===== src/rtl/gmii_rx_axis_packer_pkg.sv =====
// Shared types, byte constants and CRC helpers for the GMII receive packer.
// The CRC helpers are used only when GMII_PACK_FCS_CHECK_EN is defined.
package gmii_rx_axis_packer_pkg;

    typedef enum logic [1:0] {
        IDLE,
        PRE,
        DATA,
        DROP
    } rx_state_t;

    localparam logic [7:0]  PREAMBLE_BYTE = 8'h55;
    localparam logic [7:0]  SFD_BYTE      = 8'hD5;
    localparam logic [31:0] CRC_POLY      = 32'h04C11DB7;
    localparam logic [31:0] CRC_INIT      = 32'hFFFFFFFF;
    localparam logic [31:0] CRC_RESIDUE   = 32'hC704DD7B;
    localparam int          HDR_ID_LANE   = 0;
    localparam int          HDR_SEQ_LANE  = 1;

    function automatic logic [31:0] reverse32(input logic [31:0] v);
        logic [31:0] r;
        for (int i = 0; i < 32; i++) begin
            r[i] = v[31-i];
        end
        return r;
    endfunction

    // LSB-first CRC-32 step; the register holds the bit-reversed form of the
    // textbook CRC, so callers compare reverse32(crc) against CRC_RESIDUE.
    function automatic logic [31:0] crc32_byte(input logic [31:0] crc, input logic [7:0] b);
        logic [31:0] c;
        logic [31:0] poly_r;
        poly_r = reverse32(CRC_POLY);
        c = crc ^ {24'h0, b};
        for (int i = 0; i < 8; i++) begin
            c = c[0] ? ((c >> 1) ^ poly_r) : (c >> 1);
        end
        return c;
    endfunction

endpackage


===== src/rtl/gmii_rx_axis_packer_if.sv =====
// AXI-Stream bundle carrying packed frame beats out of the GMII receive packer.
interface gmii_rx_axis_packer_if #(
    parameter int DATA_W = 64
);
    logic                  tvalid;
    logic [DATA_W-1:0]     tdata;
    logic [DATA_W/8-1:0]   tkeep;
    logic                  tlast;
    logic                  tuser;
    logic                  tready;

    modport master (output tvalid, tdata, tkeep, tlast, tuser, input tready);
    modport slave  (input tvalid, tdata, tkeep, tlast, tuser, output tready);
endinterface


===== src/rtl/gmii_rx_axis_packer_fifo.sv =====
// First-word-fall-through synchronous FIFO; reports its free entry count so the
// writer can keep one slot back for a frame terminator.
module gmii_rx_axis_packer_fifo #(
    parameter int WIDTH = 8,
    parameter int DEPTH = 64
) (
    input  logic                         clk,
    input  logic                         rst,
    input  logic                         wr_en,
    input  logic [WIDTH-1:0]             wr_data,
    input  logic                         rd_en,
    output logic [WIDTH-1:0]             rd_data,
    output logic                         valid,
    output logic [$clog2(DEPTH):0]       free
);
    localparam int AW = $clog2(DEPTH);
    localparam int CW = AW + 1;

    logic [WIDTH-1:0] mem [DEPTH];
    logic [AW-1:0]    wr_ptr;
    logic [AW-1:0]    rd_ptr;
    logic [CW-1:0]    count;
    logic             do_wr;
    logic             do_rd;

    // A write into a full FIFO is accepted when the head leaves in the same cycle.
    assign do_rd   = rd_en && (count != '0);
    assign do_wr   = wr_en && ((count != CW'(DEPTH)) || do_rd);
    assign valid   = (count != '0);
    assign free    = CW'(DEPTH) - count;
    assign rd_data = valid ? mem[rd_ptr] : '0;

    always_ff @(posedge clk) begin
        if (rst) begin
            wr_ptr <= '0;
            rd_ptr <= '0;
            count  <= '0;
        end else begin
            if (do_wr) wr_ptr <= wr_ptr + AW'(1);
            if (do_rd) rd_ptr <= rd_ptr + AW'(1);
            count <= count + CW'(do_wr) - CW'(do_rd);
        end
    end

    always_ff @(posedge clk) begin
        if (do_wr) mem[wr_ptr] <= wr_data;
    end

endmodule


===== src/rtl/gmii_rx_axis_packer.sv =====
// GMII receive to AXI-Stream packer: strips preamble/SFD, emits a node header beat,
// packs bytes into DATA_W beats through a FIFO. Optional FCS check: GMII_PACK_FCS_CHECK_EN.
module gmii_rx_axis_packer
    import gmii_rx_axis_packer_pkg::*;
#(
    parameter int DATA_W     = 64,
    parameter int FIFO_DEPTH = 64,
    parameter int CNT_W      = 16
) (
    input  logic                   clk,
    input  logic                   rst,
    input  logic [3:0]             node_id,
    input  logic [3:0]             eth_type,
    input  logic                   gmii_rx_dv,
    input  logic [7:0]             gmii_rxd,
    input  logic                   gmii_rx_er,
    gmii_rx_axis_packer_if.master  m_axis,
    output logic [CNT_W-1:0]       frame_cnt,
    output logic [CNT_W-1:0]       drop_cnt
);
    localparam int KEEP_W  = DATA_W / 8;
    localparam int LANE_W  = $clog2(KEEP_W);
    localparam int PC_W    = LANE_W + 1;
    localparam int FREE_W  = $clog2(FIFO_DEPTH) + 1;
    localparam int ENTRY_W = DATA_W + KEEP_W + 2;

    rx_state_t          state, state_next;
    logic [DATA_W-1:0]  pack_data, pack_data_next;
    logic [PC_W-1:0]    pack_cnt, pack_cnt_next;
    logic               err_flag, err_next;
    logic [7:0]         seq, seq_next;
    logic               frame_inc, drop_inc;
    logic               push, push_last, push_user;
    logic [DATA_W-1:0]  push_data;
    logic [KEEP_W-1:0]  push_keep, keep_partial;
    logic [FREE_W-1:0]  fifo_free;
    logic               fifo_valid;
    logic [ENTRY_W-1:0] fifo_out;
    logic               fcs_bad;
    logic               pack_full;
    logic               room;

`ifdef GMII_PACK_FCS_CHECK_EN
    logic [31:0] crc;

    // CRC restarts whenever the FSM is outside DATA, so it covers exactly the frame bytes.
    always_ff @(posedge clk) begin
        if (rst || state != DATA) crc <= CRC_INIT;
        else if (gmii_rx_dv)      crc <= crc32_byte(crc, gmii_rxd);
    end

    assign fcs_bad = (reverse32(crc) != CRC_RESIDUE);
`else
    assign fcs_bad = 1'b0;
`endif

    assign pack_full = (pack_cnt == PC_W'(KEEP_W));
    assign room      = (fifo_free >= FREE_W'(2));

    always_comb begin
        keep_partial = '0;
        for (int i = 0; i < KEEP_W; i++) begin
            keep_partial[i] = (PC_W'(i) < pack_cnt);
        end
    end

    // A full pack word is held back until the next byte or dv fall decides its tlast.
    always_comb begin
        state_next     = state;
        pack_data_next = pack_data;
        pack_cnt_next  = pack_cnt;
        err_next       = err_flag;
        seq_next       = seq;
        frame_inc      = 1'b0;
        drop_inc       = 1'b0;
        push           = 1'b0;
        push_data      = '0;
        push_keep      = '0;
        push_last      = 1'b0;
        push_user      = 1'b0;
        case (state)
            IDLE, PRE: begin
                if (!gmii_rx_dv) begin
                    state_next = IDLE;
                end else if (gmii_rxd == PREAMBLE_BYTE) begin
                    state_next = PRE;
                end else if (gmii_rxd == SFD_BYTE) begin
                    if (room) begin
                        push = 1'b1;
                        push_data[HDR_ID_LANE*8 +: 8]  = {node_id, eth_type};
                        push_data[HDR_SEQ_LANE*8 +: 8] = seq;
                        push_keep      = '1;
                        seq_next       = seq + 8'd1;
                        pack_data_next = '0;
                        pack_cnt_next  = '0;
                        err_next       = 1'b0;
                        state_next     = DATA;
                    end else begin
                        drop_inc   = 1'b1;
                        state_next = DROP;
                    end
                end else begin
                    state_next = DROP;
                end
            end
            DATA: begin
                if (gmii_rx_dv && pack_full && !room) begin
                    push       = 1'b1;
                    push_keep  = KEEP_W'(1);
                    push_last  = 1'b1;
                    push_user  = 1'b1;
                    drop_inc   = 1'b1;
                    state_next = DROP;
                end else if (gmii_rx_dv && pack_full) begin
                    push           = 1'b1;
                    push_data      = pack_data;
                    push_keep      = '1;
                    pack_data_next = DATA_W'(gmii_rxd);
                    pack_cnt_next  = PC_W'(1);
                    err_next       = err_flag | gmii_rx_er;
                end else if (gmii_rx_dv) begin
                    pack_data_next[pack_cnt[LANE_W-1:0]*8 +: 8] = gmii_rxd;
                    pack_cnt_next  = pack_cnt + PC_W'(1);
                    err_next       = err_flag | gmii_rx_er;
                end else if (pack_cnt == '0) begin
                    push       = 1'b1;
                    push_keep  = KEEP_W'(1);
                    push_last  = 1'b1;
                    push_user  = 1'b1;
                    drop_inc   = 1'b1;
                    state_next = IDLE;
                end else begin
                    push       = 1'b1;
                    push_data  = pack_data;
                    push_keep  = keep_partial;
                    push_last  = 1'b1;
                    push_user  = err_flag | fcs_bad;
                    frame_inc  = 1'b1;
                    state_next = IDLE;
                end
            end
            DROP: begin
                if (!gmii_rx_dv) state_next = IDLE;
            end
            default: state_next = IDLE;
        endcase
    end

    always_ff @(posedge clk) begin
        if (rst) begin
            state     <= IDLE;
            pack_data <= '0;
            pack_cnt  <= '0;
            err_flag  <= 1'b0;
            seq       <= '0;
            frame_cnt <= '0;
            drop_cnt  <= '0;
        end else begin
            state     <= state_next;
            pack_data <= pack_data_next;
            pack_cnt  <= pack_cnt_next;
            err_flag  <= err_next;
            seq       <= seq_next;
            if (frame_inc) frame_cnt <= frame_cnt + CNT_W'(1);
            if (drop_inc)  drop_cnt  <= drop_cnt + CNT_W'(1);
        end
    end

    gmii_rx_axis_packer_fifo #(
        .WIDTH (ENTRY_W),
        .DEPTH (FIFO_DEPTH)
    ) u_fifo (
        .clk     (clk),
        .rst     (rst),
        .wr_en   (push),
        .wr_data ({push_user, push_last, push_keep, push_data}),
        .rd_en   (m_axis.tready),
        .rd_data (fifo_out),
        .valid   (fifo_valid),
        .free    (fifo_free)
    );

    assign m_axis.tvalid = fifo_valid;
    assign m_axis.tdata  = fifo_out[DATA_W-1:0];
    assign m_axis.tkeep  = fifo_out[DATA_W +: KEEP_W];
    assign m_axis.tlast  = fifo_out[DATA_W+KEEP_W];
    assign m_axis.tuser  = fifo_out[DATA_W+KEEP_W+1];

endmodule

===== src/flat_wrapper.sv =====
// flat-port wrapper written by rule: the top's interface ports become plain ports
module gmii_rx_axis_packer_flat import gmii_rx_axis_packer_pkg::*;
#(
    parameter int DATA_W     = 64,
    parameter int FIFO_DEPTH = 64,
    parameter int CNT_W      = 16
)
  (clk, rst, node_id, eth_type, gmii_rx_dv, gmii_rxd, gmii_rx_er, frame_cnt, drop_cnt, m_axis_tvalid, m_axis_tdata, m_axis_tkeep, m_axis_tlast, m_axis_tuser, m_axis_tready);
  gmii_rx_axis_packer_if #(.DATA_W(DATA_W)) m_axis_i ();
  input  logic clk;
  input  logic rst;
  input  logic [3:0] node_id;
  input  logic [3:0] eth_type;
  input  logic gmii_rx_dv;
  input  logic [7:0] gmii_rxd;
  input  logic gmii_rx_er;
  output logic [CNT_W-1:0] frame_cnt;
  output logic [CNT_W-1:0] drop_cnt;
  output wire logic [$bits(m_axis_i.tvalid)-1:0] m_axis_tvalid;
  output wire logic [$bits(m_axis_i.tdata)-1:0] m_axis_tdata;
  output wire logic [$bits(m_axis_i.tkeep)-1:0] m_axis_tkeep;
  output wire logic [$bits(m_axis_i.tlast)-1:0] m_axis_tlast;
  output wire logic [$bits(m_axis_i.tuser)-1:0] m_axis_tuser;
  input wire logic [$bits(m_axis_i.tready)-1:0] m_axis_tready;
  assign m_axis_tvalid = m_axis_i.tvalid;
  assign m_axis_tdata = m_axis_i.tdata;
  assign m_axis_tkeep = m_axis_i.tkeep;
  assign m_axis_tlast = m_axis_i.tlast;
  assign m_axis_tuser = m_axis_i.tuser;
  assign m_axis_i.tready = m_axis_tready;
  gmii_rx_axis_packer #(.DATA_W(DATA_W), .FIFO_DEPTH(FIFO_DEPTH), .CNT_W(CNT_W)) u_core (.clk(clk), .rst(rst), .node_id(node_id), .eth_type(eth_type), .gmii_rx_dv(gmii_rx_dv), .gmii_rxd(gmii_rxd), .gmii_rx_er(gmii_rx_er), .m_axis(m_axis_i), .frame_cnt(frame_cnt), .drop_cnt(drop_cnt));
endmodule

===== config.mk =====
export PLATFORM = sky130hd
export DESIGN_NAME = gmii_rx_axis_packer_flat
export DESIGN_NICKNAME = d
export VERILOG_FILES = /design/src/rtl/gmii_rx_axis_packer_pkg.sv /design/src/rtl/gmii_rx_axis_packer_if.sv /design/src/rtl/gmii_rx_axis_packer_fifo.sv /design/src/rtl/gmii_rx_axis_packer.sv /design/src/flat_wrapper.sv
export SDC_FILE = /design/constraint.sdc
export NUM_CORES = 2
export LEC_CHECK = 0
export ABC_CLOCK_PERIOD_IN_PS = 11850
export CAP_MARGIN = 40
export CORE_MARGIN = 2
export CORE_UTILIZATION = 25
export CTS_CLUSTER_SIZE = 25
export DETAILED_ROUTE_END_ITERATION = 7
export DONT_BUFFER_PORTS = 1
export HOLD_SLACK_MARGIN = 0.02
export SLEW_MARGIN = 20
export SYNTH_ARGS = -nofsm -noshare
export SYNTH_HDL_FRONTEND = slang
export SYNTH_MEMORY_MAX_BITS = 65536
export SYNTH_SLANG_ARGS = --single-unit

===== constraint.sdc =====
create_clock -name clk -period 11.85 [get_ports clk]
set_input_delay 2.37 -clock clk [delete_from_list [all_inputs] [get_ports clk]]
set_output_delay 2.37 -clock clk [all_outputs]
set_load 0.01 [all_outputs]

; Word-level counts from Yosys, hierarchy flattened
; Memories as Yosys holds them, arrays and structs flattened. A register that Yosys moved wholly into a read port is not among the register bits.
; Cells that the tools add are included.
[op_classes]
add_sub_neg = 10
multipliers = 0
n_div = 0
magnitude_cmp = 9
n_eq_ne = 14
shift = 2
mux = 87
bitwise_logic = 2
reduce_logical = 13
[ops]
columns = cell, n
row1 = $mux 64, 11
row2 = $pmux 64 s2, 1
row3 = $mux 74, 1
row4 = $bwmux 64, 1
row5 = $mux 16, 4
row6 = $mux 8, 8
row7 = $shift 8x34->64 const A, 1
row8 = $shiftx 8x34->64, 1
row9 = $mux 48, 1
row10 = $mux 1, 39
row11 = $neg 6->34, 1
row12 = $add 16x1->16 const B, 2
row13 = $pmux 16 s2, 1
row14 = $mux 4, 7
row15 = $lt 3x4->1 const A, 4
row16 = $pmux 8 s2, 1
row17 = $add 6x1->6 const B, 2
row18 = $mux 6, 2
row19 = $mux 2, 5
row20 = $add 8x1->8 const B, 1
row21 = $eq 8x7->1 const B, 1
row22 = $eq 8x8->1 const B, 1
row23 = $lt 1x4->1 const A, 2
row24 = $lt 2x4->1 const A, 2
row25 = 28 further kinds, 37
[word_totals]
regBits = 130
latchBits = 0
ram_bits = 4736
mem_bits_ro = 0
out_inout_bits = 107
word_cells = 148
memories = 1
[memory_table]
columns = memory, words, width, read_ports, rd_clocked_by_memory_dff, wr, line_no
row1 = u_core.u_fifo.mem, 64, 74, 1, 1, 1, gmii_rx_axis_packer_fifo.sv:19  ; logic [WIDTH-1:0] mem [DEPTH];

; Logic depth before layout (Yosys ltp)
[depth]
word_depth = 10
depth_mapped = 18

; Modules after synthesis
; A second synthesis with hierarchy kept.
[unflattened]
hier_cells = 8511
area_unflattened_um2 = 186542.7
[by_module_without_submodules]
columns = mod, instances, cells_per_inst, area_each_um2, seq_area_each_um2
row1 = gmii_rx_axis_packer_fifo, 1, 7872, 181064.9, 142716.9
row2 = gmii_rx_axis_packer, 1, 639, 5477.8, 2222.1

; Least setup slack after synthesis
; No wires, ideal clock.
[synth_timing]
path_kind = input to register
from = input gmii_rxd[3]
to = memory u_core.u_fifo.mem[59][0] in the netlist's numbering, enable pin
arrival_ps = 10958
slack_ps = 202
cell_stages = 8
n_path_buf = 3
path_cell_list = clkbuf_1 -> nor4b_4 -> and3_1 -> a21oi_2 -> a2111o_1 -> buf_2 -> buf_2 -> nor4_1
[synth_between]
elab_chain_cells = 8
[synth_rtl]
columns = element, line_no
row1 = "start, declared", flat_wrapper.sv:15  ; input logic [7:0] gmii_rxd;
row2 = $eq 8x8->1, gmii_rx_axis_packer.sv:87  ; end else if (gmii_rxd == SFD_BYTE) begin
row3 = $mux 1, gmii_rx_axis_packer.sv:87
row4 = $mux 1 (*), gmii_rx_axis_packer.sv:85  ; end else if (gmii_rxd == PREAMBLE_BYTE) begin
row5 = $mux 1 (*), gmii_rx_axis_packer.sv:83  ; if (!gmii_rx_dv) begin
row6 = $pmux 1 s2 (*), gmii_rx_axis_packer.sv:81  ; case (state)
row7 = $logic_and 1x1->1 (*), gmii_rx_axis_packer_fifo.sv:28  ; assign do_wr = wr_en && ((count != CW'(DEPTH)) || do_rd);
row8 = $mux 1 (*), gmii_rx_axis_packer_fifo.sv:46  ; if (do_wr) mem[wr_ptr] <= wr_data;
row9 = $mux 1 (not written as such) (*), gmii_rx_axis_packer_fifo.sv:46
row10 = "end, declared", gmii_rx_axis_packer_fifo.sv:19
; Mark *: on every way between the ends. The rest lies on a longest branch, timed or not.

==> metrics.yaml <==
clock_network:
  clk_pin_slew_ns: 0.07
  cts-resized-gates: 0
  cts.sinks: 4872
  cts_buffers: 450
  clk_path_buf_depth: 4
  cts-root-buf: "clkbuf_16"
  hold_buffers: 0
  clk_latency_ns: 1.08
  cts_setup_buffers: 0
  cts_tree: "done"
  ctsHtreeMaxLevel: 5
sta:
  fin_skew_ns: 0.116
  period_minus_slack_ns: 7.84
  relSlewSlack: 0.279
  final_max_slew_viol_count: 0
  fin_crit_sh: 0.662
  tightest_slew_ns: 1.08
  holdWs_ns: 0.473
  max_freq_ghz: 0.128
  final.setup.tns_ns: 0
  hold_viol_final: 0
  rsz0062_at_grt: "no"
  finalSetupViolations: 0
routing:
  ant_nets: 0
  drt-initial-drc-count: 13200
  drc: 0
  dr.pass1.iters: 6
  viasPerCell: 4.91
  wirelength_mm: 539
  detail_route.wl_per_cell_um: 28.7
  num_vias: 92100
power_and_ir_drop:
  clock_power_share: 0.384
  seq_power_share: 0.496
  p_int_w: 0.0285
  power_w: 0.0377
  switching_share: 0.243
  leakagePower_nw: 64.2
  p_per_area_nw_per_um2: 175
  comb_power_share: 0.120
  switching_power_w: 0.00916
  ir_drop_v: 0.000140
global_route:
  antenna_found_initial: 22
  grt_pass1_wl_mm: 740
  grt_pass1_vias: 90500
  grtUsageTotal: 0.138
  overflow: 0
  grt_max_degree: 126
synthesis:
  netlist.area_leader.share: 0.769
  synth_fp_nets: 8251
  synth_area_sq_um: 185000
  postSynthAreaPerCell_sq_um: 22.5
  synthFlopType: "edfxtp_1"
  yosys.area.top_type: "edfxtp_1"
  ys_seq_area_frac: 0.784
  synth_area_leaders: "edfxtp_1 (77%), mux4_2 (14%), a22oi_1 (1.8%)"
  synth-edff-count: 4736
  synth_cell_types: 74
  yosys_warnings: 0
  synthArstFlopShare: 0
  synth_cells: 8206
  yosys_register_bits: 4872
worst_setup_path:
  worst-path-max-fanout: 85
  cp-start-kind: "flop"
  crit_required_ns: 9.48
  slowest_stage: "dfxtp_4"
  crit_chain: "buf_12 > buf_4 > buf_16 > buf_12 > mux4_2 > a22oi_1 > nand4_1 > a22oi_1 > nand2_1"
  slowest_delay_ns: 0.79
  critical_path_class: "reg2out"
  worstPathArrival_ns: 5.47
  r2r-start: "u_core.u_fifo.count[2]$_SDFF_PP0_"
  end_kind: "primary output"
placement:
  dp_cells: 17900
  place.detailed.hpwl_mm: 297
  place.gp.congestion: 0.764
  numPortBuffers: 0
floorplan:
  die_y_um: 864
  io-pin-count: 128
  core_sq_um: 736000
  die_area_sq_um: 746000
  chipWidth_um: 864
  fp-row-count: 315
  start_util: 0.251
cells_and_area:
  final_cells: 18800
  final_common_cell: "edfxtp_1"
  fillers: 71100
  syn_to_final_growth_pct: 16.5
  nets: 8602
  post-route-util: 0.293
  drive_above_1_share: 0.272
  mostFrequentLayoutCells: "edfxtp_1 (4736), mux4_2 (1184), clkbuf_16 (453), a22oi_1 (444), buf_4 (236)"
flow_run:
  maxCapViolCount: 0
status:
  outcome: "completed"
worst_hold_path:
  hold_path_class: "reg2reg"
  worstHoldStart: "u_core.pack_data[60]$_SDFFE_PP0P_"
## routing by layer
| metal | up-vias | part of all wire | global-route usage |
|---|---|---|---|
| met5 | - | 0.000032 | 0 |
| li1 | 35800 | - | - |
| met1 | 50600 | 0.40 | 0.188 |
| met2 | 4954 | 0.47 | 0.225 |
| met3 | 733 | 0.10 | 0.0287 |
| met4 | 2 | 0.030 | 0.0363 |
## per-stage QoR
| step | setup slack [ns] | area [sq um] |
|---|---|---|
| final | 4.01 | 215000 |
| after global routing | 3.60 | 215000 |
| after CTS | 3.61 | 215000 |
| after detailed placement | 4.68 | 201000 |
| after global placement | 4.59 | 198000 |
| after floorplan | 0.202 | 185000 |
## synth_stat cells (76+ instances only)
library cell / n
nand4_1: 90
mux4_2: 1184
dfxtp_1: 136
edfxtp_1: 4736
buf_2: 76
a22o_1: 80
clkbuf_1: 250
mux2i_1: 123
o21ai_0: 101
nor2_1: 133
nand2_1: 164
a22oi_1: 444
buf_1: 145
## path summary, 6_finish.rpt
check	cells past startpoint	to	slack [ns]
worst max-delay path	9	m_axis_tdata[23]	4.01
worst min-delay path	1	u_core.pack_data[60]$_SDFFE_PP0P_	0.47
worst max register to register	10	u_core.u_fifo.mem[40][25]$_DFFE_PP_	6.27
worst min register to register	1	u_core.pack_data[60]$_SDFFE_PP0P_	0.47
## critical path: cells and delay by family, from the launching register on
kind / cells / cell delay [ns]
AO/OA/AOI/OAI: 2 / 0.54
buffers and inverters: 4 / 1.72
flip-flops: 1 / 0.79
multiplexers: 1 / 0.59
AND/OR/NAND/NOR: 2 / 0.72
## layout make-up
cell class | instances | area [sq um] | area share
sequential | 4872 | 145000 | 0.673
multi-input combinational | 2829 | 38600 | 0.179
tap | 9827 | 12300 | 0.0571
clock buffer | 557 | 11900 | 0.0553
timing repair buffer | 376 | 4860 | 0.0226
clock inverter | 267 | 2570 | 0.0119
inverter | 28 | 105 | 0.000488
antenna | 18 | 45.0 | 0.000209
## logic make-up (layout without fill, tap and decap cells)
| logic type | count (synthesis) | after routing | share of synthesized area |
|---|---|---|---|
| AO/OA/AOI/OAI | 836 | 836 | 0.0324 |
| XOR/XNOR | 30 | 30 | 0.00142 |
| adder cells (fa/ha/maj) | 24 | 24 | 0.00166 |
| buffers and inverters | 505 | 1228 | 0.0109 |
| flip-flops | 4872 | 4872 | 0.784 |
| multiplexers | 1351 | 1351 | 0.154 |
| other | 0 | 18 | 0 |
| AND/OR/NAND/NOR | 588 | 588 | 0.0163 |
## registers in the layout, indices dropped and copies added, names as in the netlist, 6 cells and up, named ones only
register,count
u_core.drop_cnt,16
u_core.frame_cnt,16
u_core.u_fifo.count,7
u_core.pack_data,64
u_core.seq,8
u_core.u_fifo.mem,4736
u_core.u_fifo.wr_ptr,6
u_core.u_fifo.rd_ptr,6
## power by group through the flow
stage | logic (W) | clock network, W | registers [W]
final | 0.00453 | 0.0145 | 0.0187
after global routing | 0.00482 | 0.0153 | 0.0187
after CTS | 0.00463 | 0.0146 | 0.0187
after detailed placement | 0.00462 | 0 | 0.0191
after global placement | 0.00457 | 0 | 0.0191
after floorplan | 0.00312 | 0 | 0.0190
No activity file was read; power rests on OpenSTA's default activity.
